<file path="config.mk">
export PLATFORM = sky130hd
export DESIGN_NAME = execution_unit_pipe
export DESIGN_NICKNAME = d
export VERILOG_FILES = /design/src/rtl/execution_unit_pipe.sv
export SDC_FILE = /design/constraint.sdc
export NUM_CORES = 2
export LEC_CHECK = 0
export CORE_AREA = 2 2 403 485
export DETAILED_ROUTE_END_ITERATION = 8
export DIE_AREA = 0 0 405 487
export SYNTH_ARGS = -nofsm -noshare
export SYNTH_HDL_FRONTEND = slang
export SYNTH_SLANG_ARGS = --single-unit
</file>
<file path="constraint.sdc">
create_clock -name clk -period 9.5 [get_ports clk]
set_input_delay 1.9 -clock clk [delete_from_list [all_inputs] [get_ports clk]]
set_output_delay 1.9 -clock clk [all_outputs]
set_load 0.03 [all_outputs]
</file>
<file path="src/rtl/execution_unit_pipe.sv">
// execution_unit_pipe: registered RV32I + M integer execution stage.
// Single-cycle ALU/MUL/special-case divides; iterative restoring divider for
// DIV/DIVU/REM/REMU. Valid/ready on both sides, frozen by system_stall.
module execution_unit_pipe #(
  parameter int DATA_WIDTH  = 32,
  parameter int SHAMT_WIDTH = 5,
  parameter int IMM_WIDTH   = 21
) (
  input  logic                  clk,
  input  logic                  reset,
  input  logic                  in_valid,
  output logic                  in_ready,
  input  logic [6:0]            instruction_type,
  input  logic [2:0]            funct3,
  input  logic [6:0]            funct7,
  input  logic [IMM_WIDTH-1:0]  immediate,
  input  logic [DATA_WIDTH-1:0] data_src1,
  input  logic [DATA_WIDTH-1:0] data_src2,
  input  logic                  system_stall,
  output logic [DATA_WIDTH-1:0] Execution_Result,
  output logic                  Result_valid,
  input  logic                  result_ready,
  output logic                  illegal,
  output logic                  busy
);

  localparam logic [6:0] OP_R    = 7'b0110011;
  localparam logic [6:0] OP_I    = 7'b0010011;
  localparam logic [6:0] F7_BASE = 7'b0000000;
  localparam logic [6:0] F7_ALT  = 7'b0100000;
  localparam logic [6:0] F7_MEXT = 7'b0000001;
  localparam int         CNT_W   = $clog2(DATA_WIDTH);
  localparam logic [CNT_W-1:0]      CNT_LAST = CNT_W'(DATA_WIDTH - 1);
  localparam logic [DATA_WIDTH-1:0] MOST_NEG = {1'b1, {(DATA_WIDTH-1){1'b0}}};

  typedef enum logic {S_IDLE = 1'b0, S_DIV = 1'b1} state_t;

  // Two's-complement negate when requested (magnitude conversion and sign fix-up).
  function automatic logic [DATA_WIDTH-1:0] apply_sign(input logic [DATA_WIDTH-1:0] mag,
                                                       input logic neg);
    return neg ? -mag : mag;
  endfunction

  state_t state_q, state_d;
  logic [CNT_W-1:0] cnt_q;

  // ---- stage p0: decode, operand select, single-cycle datapath ----
  logic                         is_r_p0, is_i_p0, is_base_p0, is_mext_p0;
  logic                         sub_p0, sra_sel_p0;
  logic [DATA_WIDTH-1:0]        imm_ext_p0, opb_p0;
  logic signed [DATA_WIDTH-1:0] src1_s_p0, opb_s_p0;
  logic [SHAMT_WIDTH-1:0]       shamt_p0;
  logic [DATA_WIDTH-1:0]        sra_p0, alu_p0;
  logic                         mul_sa_p0, mul_sb_p0;
  logic signed [2*DATA_WIDTH-1:0] mul_a_p0, mul_b_p0, mul_p_p0;
  logic [DATA_WIDTH-1:0]        mul_res_p0, spec_res_p0, single_res_p0;
  logic                         single_ill_p0;
  logic                         div_signed_p0, div_zero_p0, div_ovf_p0, start_div_p0;
  logic                         accept_p0;

  assign is_r_p0    = (instruction_type == OP_R);
  assign is_i_p0    = (instruction_type == OP_I);
  assign imm_ext_p0 = {{(DATA_WIDTH-IMM_WIDTH){immediate[IMM_WIDTH-1]}}, immediate};
  assign opb_p0     = is_r_p0 ? data_src2 : imm_ext_p0;
  assign src1_s_p0  = data_src1;
  assign opb_s_p0   = opb_p0;
  assign shamt_p0   = opb_p0[SHAMT_WIDTH-1:0];
  assign sra_p0     = src1_s_p0 >>> shamt_p0;

  // R-type funct7=0100000 selects SUB/SRA; I-type picks SRAI with immediate[10].
  assign sub_p0     = is_r_p0 & (funct7 == F7_ALT);
  assign sra_sel_p0 = is_r_p0 ? (funct7 == F7_ALT) : immediate[10];
  assign is_base_p0 = is_i_p0 |
                      (is_r_p0 & ((funct7 == F7_BASE) |
                                  ((funct7 == F7_ALT) & ((funct3 == 3'b000) | (funct3 == 3'b101)))));
  assign is_mext_p0 = is_r_p0 & (funct7 == F7_MEXT);

  // Base integer ALU.
  always_comb begin
    alu_p0 = '0;
    case (funct3)
      3'b000:  alu_p0 = sub_p0 ? (data_src1 - opb_p0) : (data_src1 + opb_p0);
      3'b001:  alu_p0 = data_src1 << shamt_p0;
      3'b010:  alu_p0 = {{(DATA_WIDTH-1){1'b0}}, (src1_s_p0 < opb_s_p0)};
      3'b011:  alu_p0 = {{(DATA_WIDTH-1){1'b0}}, (data_src1 < opb_p0)};
      3'b100:  alu_p0 = data_src1 ^ opb_p0;
      3'b101:  alu_p0 = sra_sel_p0 ? sra_p0 : (data_src1 >> shamt_p0);
      3'b110:  alu_p0 = data_src1 | opb_p0;
      default: alu_p0 = data_src1 & opb_p0;
    endcase
  end

  // One shared 2W-bit signed multiplier; operand extension picks the signedness.
  assign mul_sa_p0  = (funct3 != 3'b011) & data_src1[DATA_WIDTH-1];
  assign mul_sb_p0  = ((funct3 == 3'b000) | (funct3 == 3'b001)) & opb_p0[DATA_WIDTH-1];
  assign mul_a_p0   = {{DATA_WIDTH{mul_sa_p0}}, data_src1};
  assign mul_b_p0   = {{DATA_WIDTH{mul_sb_p0}}, opb_p0};
  assign mul_p_p0   = mul_a_p0 * mul_b_p0;
  assign mul_res_p0 = (funct3[1:0] == 2'b00) ? mul_p_p0[DATA_WIDTH-1:0]
                                             : mul_p_p0[2*DATA_WIDTH-1:DATA_WIDTH];

  // Divide special cases resolve in one cycle and never start the iterator.
  assign div_signed_p0 = ~funct3[0];
  assign div_zero_p0   = (opb_p0 == '0);
  assign div_ovf_p0    = div_signed_p0 & (data_src1 == MOST_NEG) & (opb_p0 == '1);
  assign spec_res_p0   = div_zero_p0 ? (funct3[1] ? data_src1 : '1)
                                     : (funct3[1] ? '0 : data_src1);
  assign start_div_p0  = is_mext_p0 & funct3[2] & ~div_zero_p0 & ~div_ovf_p0;

  // Result for everything that completes in the accept cycle.
  always_comb begin
    single_res_p0 = '0;
    single_ill_p0 = 1'b0;
    if (is_mext_p0)      single_res_p0 = funct3[2] ? spec_res_p0 : mul_res_p0;
    else if (is_base_p0) single_res_p0 = alu_p0;
    else                 single_ill_p0 = 1'b1;
  end

  assign in_ready  = (state_q == S_IDLE) & ~system_stall & (~Result_valid | result_ready);
  assign accept_p0 = in_valid & in_ready;
  assign busy      = (state_q == S_DIV);

  // ---- stage p1: restoring divider state ----
  logic [DATA_WIDTH-1:0] rem_p1, quo_p1, dvsr_p1;
  logic                  neg_q_p1, neg_r_p1, is_rem_p1;
  logic [DATA_WIDTH:0]   shifted_p1, diff_p1;
  logic [DATA_WIDTH-1:0] rem_nx_p1, quo_nx_p1, div_res_p1;
  logic                  div_done_p1;

  assign shifted_p1  = {rem_p1, quo_p1[DATA_WIDTH-1]};
  assign diff_p1     = shifted_p1 - {1'b0, dvsr_p1};
  assign rem_nx_p1   = diff_p1[DATA_WIDTH] ? shifted_p1[DATA_WIDTH-1:0] : diff_p1[DATA_WIDTH-1:0];
  assign quo_nx_p1   = {quo_p1[DATA_WIDTH-2:0], ~diff_p1[DATA_WIDTH]};
  assign div_res_p1  = is_rem_p1 ? apply_sign(rem_nx_p1, neg_r_p1)
                                 : apply_sign(quo_nx_p1, neg_q_p1);
  assign div_done_p1 = (state_q == S_DIV) & ~system_stall & (cnt_q == CNT_LAST);

  // Next-state: enter DIV on a non-special divide, leave on the last iteration.
  always_comb begin
    state_d = state_q;
    case (state_q)
      S_IDLE:  if (accept_p0 & start_div_p0) state_d = S_DIV;
      default: if (div_done_p1) state_d = S_IDLE;
    endcase
  end

  // State register.
  always_ff @(posedge clk or negedge reset) begin
    if (!reset) state_q <= S_IDLE;
    else        state_q <= state_d;
  end

  // Iteration counter and output slot (result, valid, illegal).
  always_ff @(posedge clk or negedge reset) begin
    if (!reset) begin
      cnt_q            <= '0;
      Execution_Result <= '0;
      Result_valid     <= 1'b0;
      illegal          <= 1'b0;
    end else if (accept_p0) begin
      if (start_div_p0) begin
        cnt_q        <= '0;
        Result_valid <= 1'b0;
        illegal      <= 1'b0;
      end else begin
        Execution_Result <= single_res_p0;
        Result_valid     <= 1'b1;
        illegal          <= single_ill_p0;
      end
    end else if (div_done_p1) begin
      Execution_Result <= div_res_p1;
      Result_valid     <= 1'b1;
      illegal          <= 1'b0;
    end else begin
      if ((state_q == S_DIV) && !system_stall) cnt_q <= cnt_q + CNT_W'(1);
      if (Result_valid && result_ready && !system_stall) Result_valid <= 1'b0;
    end
  end

  // Divider datapath: load magnitudes and sign flags on accept, then one bit per cycle.
  always_ff @(posedge clk) begin
    if (accept_p0 && start_div_p0) begin
      rem_p1    <= '0;
      quo_p1    <= apply_sign(data_src1, div_signed_p0 & data_src1[DATA_WIDTH-1]);
      dvsr_p1   <= apply_sign(opb_p0, div_signed_p0 & opb_p0[DATA_WIDTH-1]);
      neg_q_p1  <= div_signed_p0 & (data_src1[DATA_WIDTH-1] ^ opb_p0[DATA_WIDTH-1]);
      neg_r_p1  <= div_signed_p0 & data_src1[DATA_WIDTH-1];
      is_rem_p1 <= funct3[1];
    end else if ((state_q == S_DIV) && !system_stall) begin
      rem_p1 <= rem_nx_p1;
      quo_p1 <= quo_nx_p1;
    end
  end

endmodule

</file>
==> results list <==
* Violations in the final reports: setup timing
- Most frequent standard cell in the layout excluding fill and tap cells: sky130_fd_sc_hd__inv_1
* Core Region: 193000 µm²
- For the final database, setup skew stands at 0.0142 ns.
* Post-route DRC violation count: 0
* Number of hold-slack violations in the final timing report: 0
- Once the floorplan was initialized, standard cells occupied 29.7% of the core.
- The run finished, with violations left.
- Worst reg-to-reg setup slack: slightly above 3 ns
- Fraction of registers with async set/reset: about 29%
* Wire length of the first global-routing pass: 434000 µm
* Number of top-level pins: between 100 and 150
- The floorplan step defined a die boundary enclosing 197000 µm².
* Number of placement rows: between 150 and 200
- Cell area after technology mapping: 57400 µm²
- Number of nets still failing antenna checks after routing: 0
- Gp weighted congestion: 1.07
- Number of buffers added on ports: 142
* Total number of H-tree levels: 4
- Post-synthesis adder-cell area fraction: 47.0%
- STA puts the critical path data arrival time at approximately 11 ns.
- Counting the fill cells in the layout gives 19700.
* Number of DRC markers in iteration 0: ~5800
- The number of global-route vias before repair was 60200.
- Post-Synth XOR/XNOR Area: under 10%
* CTS sink count: roughly 140
- Counting distinct cell types in the post-synthesis netlist gives around 110.
- Cell count after synthesis: 7001
* First-pass DRT Iterations: 8
- Dividing the detail-routed via count by the number of cells gives 5.46.
- Hold Slack: 0.485 ns
* Syn nets: ~8600
* Crit path max-delay cell type: sky130_fd_sc_hd__fa_2
- Net total in the final layout: 9436
- Critical path start-end classification: primary input to flip-flop
* Global-route usage over all layers: 30.8%
- Launching element type of the critical path: primary input
- In this run the deepest clock path goes through 2 buffers.
- In this run the tightest slew margin relative to its limit is 19.7%.
* Total half-perimeter wirelength after legalization and detailed placement: 255000 µm
- Overall die width: 405 µm
* Final setup margin: -1.01 ns
- Quantity of hold-fixing buffers added after cts: 0
- Critical path required time: 9.86 ns
- Non-filler cells in the finished layout: 10500
- Ratio of cells with drive above 1 in the final layout: between 20% and 30%
- Maximum number of pins on one net before global-route repair: 59
* Max-capacitance violation count: 0
- Pins over their slew limit: 0
- In the final routed layout, each cell accounts on average for 29.4 µm.
* Share of cell area taken by muxes after synthesis: 2.53%
- After synthesis the netlist holds a flip-flop and latch count of 139.
- Setup repair after global routing could not meet its margin everywhere.
- CTS tree: yes
* Wire length after detailed routing: 307000 µm
- Max Clock Freq: 95.2 MHz
* Leading cell types in the layout, fill and taps excluded: sky130_fd_sc_hd__inv_1 (1175), sky130_fd_sc_hd__fa_1 (1068), sky130_fd_sc_hd__nand2_1 (975), sky130_fd_sc_hd__buf_4 (931), sky130_fd_sc_hd__nor2_1 (586)
- In the finished design, the share of the clock period the worst path needs comes to 111%.
- On the worst path, the slowest cell contributes a delay of 0.57 ns.
- The synthesized netlist devotes 15.5% of its cell area to simple gates.
- Clock-pin slew of the registers on the worst-case setup and hold paths: ~0.07 ns
- Largest family of logic cells by synthesized area: adder cells
- Counting the buffers created by CTS gives 17.
* Height of the die: 487 µm
- For the pin with the worst max-slew slack, the measured transition is 1.19 ns.
- Tmin final: between 10 and 15 ns
* Cell count after placement: 10300
- EDFF count, synth: 67
* Type of the tightest min-delay check: flip-flop to flip-flop
- Most frequent CP cell: sky130_fd_sc_hd__fa_1
- Clock Tree Root: sky130_fd_sc_hd__clkbuf_16
- Compared with the post-synthesis result, the final layout area differs by 27.7%.
- The initial antenna violation count was 11.
- Clock latency on the worst-skew pair, taken at its later pin, is 0.45 ns.
* Routed vias: 57100
- For this run, the register share of the synthesized area comes to 6.37%.
- Synthesized area per cell: about 8.2 µm²
- Area fraction in compound gates after synthesis: 14.1%
- Most used flip-flop cell after synthesis: sky130_fd_sc_hd__edfxtp_1
* Setup violations, final: 32
- For this run the aggregate overflow at the end of global routing stands at 0.
- Syn. warnings: 0
- Critical path capture point type: flip-flop
- In this run the worst path has a maximum fanout of 8.
- Timing analysis after detailed placement gives a worst setup slack of -2.51 ns.
-- cell type report --
type	instances	area, µm²	area share (%)
timing repair buffer	1257	11500	15.6
inverter	1239	4720	6.44
antenna	4	10.0	0.0137
multi-input combinational	5197	49600	67.7
clock buffer	17	425	0.581
clock inverter	15	176	0.241
sequential	139	3650	4.99
tap	2595	3250	4.43
-- registers in the layout (all words and copies together), names as in the netlist --
register,count
Execution_Result,32
dvsr_p1,32
quo_p1,32
rem_p1,32
cnt_q,5
Result_valid,1
busy,1
illegal,1
is_rem_p1,1
neg_q_p1,1
neg_r_p1,1
-- worst max-delay path: cells and delay by family --
family                     cells  cell delay [ns]
buffers and inverters         15             1.79
AOI/OAI and AO/OA              7             1.33
muxes                          1             0.11
and+or+nand+nor                8             1.28
adders and majority gates      9             4.45
-- metal layers --
metal	part of all wire, %	track usage (%)	vias up
li1	-	-	24000
met1	35	35.7	28900
met4	10	24.7	4
met2	45	49.6	3251
met5	0.0085	0	-
met3	9.1	6.25	984
-- kinds of logic after synthesis --
kind of cell	Yosys count
adders and majority gates	1478
xor gates and xnor gates	230
DFF	139
and+or+nand+nor	2095
buffers and inverters	1665
muxes	138
AOI/OAI and AO/OA	1256
-- path summary, 6_finish.rpt --
| path | startpoint | endpoint | cells after the start |
|---|---|---|---|
| max in group asynchronous | reset | Execution_Result[29] | 1 |
| max | instruction_type[2] | Execution_Result[25] | 40 |
| min in group asynchronous | reset | illegal | 1 |
| min reg2reg | Execution_Result[4] | Execution_Result[4] | 2 |
| max reg2reg | quo_p1[31] | Execution_Result[18] | 24 |
| min | Execution_Result[4] | Execution_Result[4] | 2 |
-- synthesized netlist by cell type (40+ instances only) --
master / count / share of area [%]
sky130_fd_sc_hd__xnor2_1: 173 / 2.6
sky130_fd_sc_hd__dfrtp_1: 40 / 1.7
sky130_fd_sc_hd__edfxtp_1: 67 / 3.5
sky130_fd_sc_hd__nand2_1: 1021 / 6.7
sky130_fd_sc_hd__a31oi_1: 49 / 0.53
sky130_fd_sc_hd__nor3_1: 100 / 0.87
sky130_fd_sc_hd__o31ai_1: 41 / 0.54
sky130_fd_sc_hd__o21ai_0: 300 / 2.6
sky130_fd_sc_hd__xor2_1: 57 / 0.87
sky130_fd_sc_hd__inv_1: 1212 / 7.9
sky130_fd_sc_hd__a21oi_1: 333 / 2.9
sky130_fd_sc_hd__mux2i_1: 115 / 2.0
sky130_fd_sc_hd__clkbuf_1: 347 / 2.3
sky130_fd_sc_hd__ha_1: 350 / 7.6
sky130_fd_sc_hd__nand3_1: 118 / 1.0
sky130_fd_sc_hd__nor2_1: 604 / 4.0
sky130_fd_sc_hd__a211oi_1: 82 / 1.1
sky130_fd_sc_hd__a21o_1: 83 / 1.1
sky130_fd_sc_hd__o211ai_1: 47 / 0.62
sky130_fd_sc_hd__fa_1: 1128 / 39
sky130_fd_sc_hd__buf_1: 58 / 0.38
-- through the flow --
stage / cell area (µm²) / setup TNS (ns) / util, %
2_1_floorplan: 57900 / -25.30 / -
3_3_place_gp: 69500 / -67.49 / 36.1
3_5_place_dp: 69500 / -68.75 / 36.1
4_1_cts: 72400 / -22.74 / 37.5
5_1_grt: 73300 / -31.33 / 38.0
6_report: 73300 / -25.94 / 38.0
-- repair_timing --
action / in CTS / in global routing
resized for setup: 412 / 127
pin swaps: 215 / 122
endpoints found under the setup margin: 32 / 32
gates cloned: 5 / 2
setup buffers: 63 / 31
hold endpoints to repair: 0 / 0
Power is left out: the tool's default activity adds up to more than one toggle a clock period on the data nets, which glitch-free logic cannot reach.
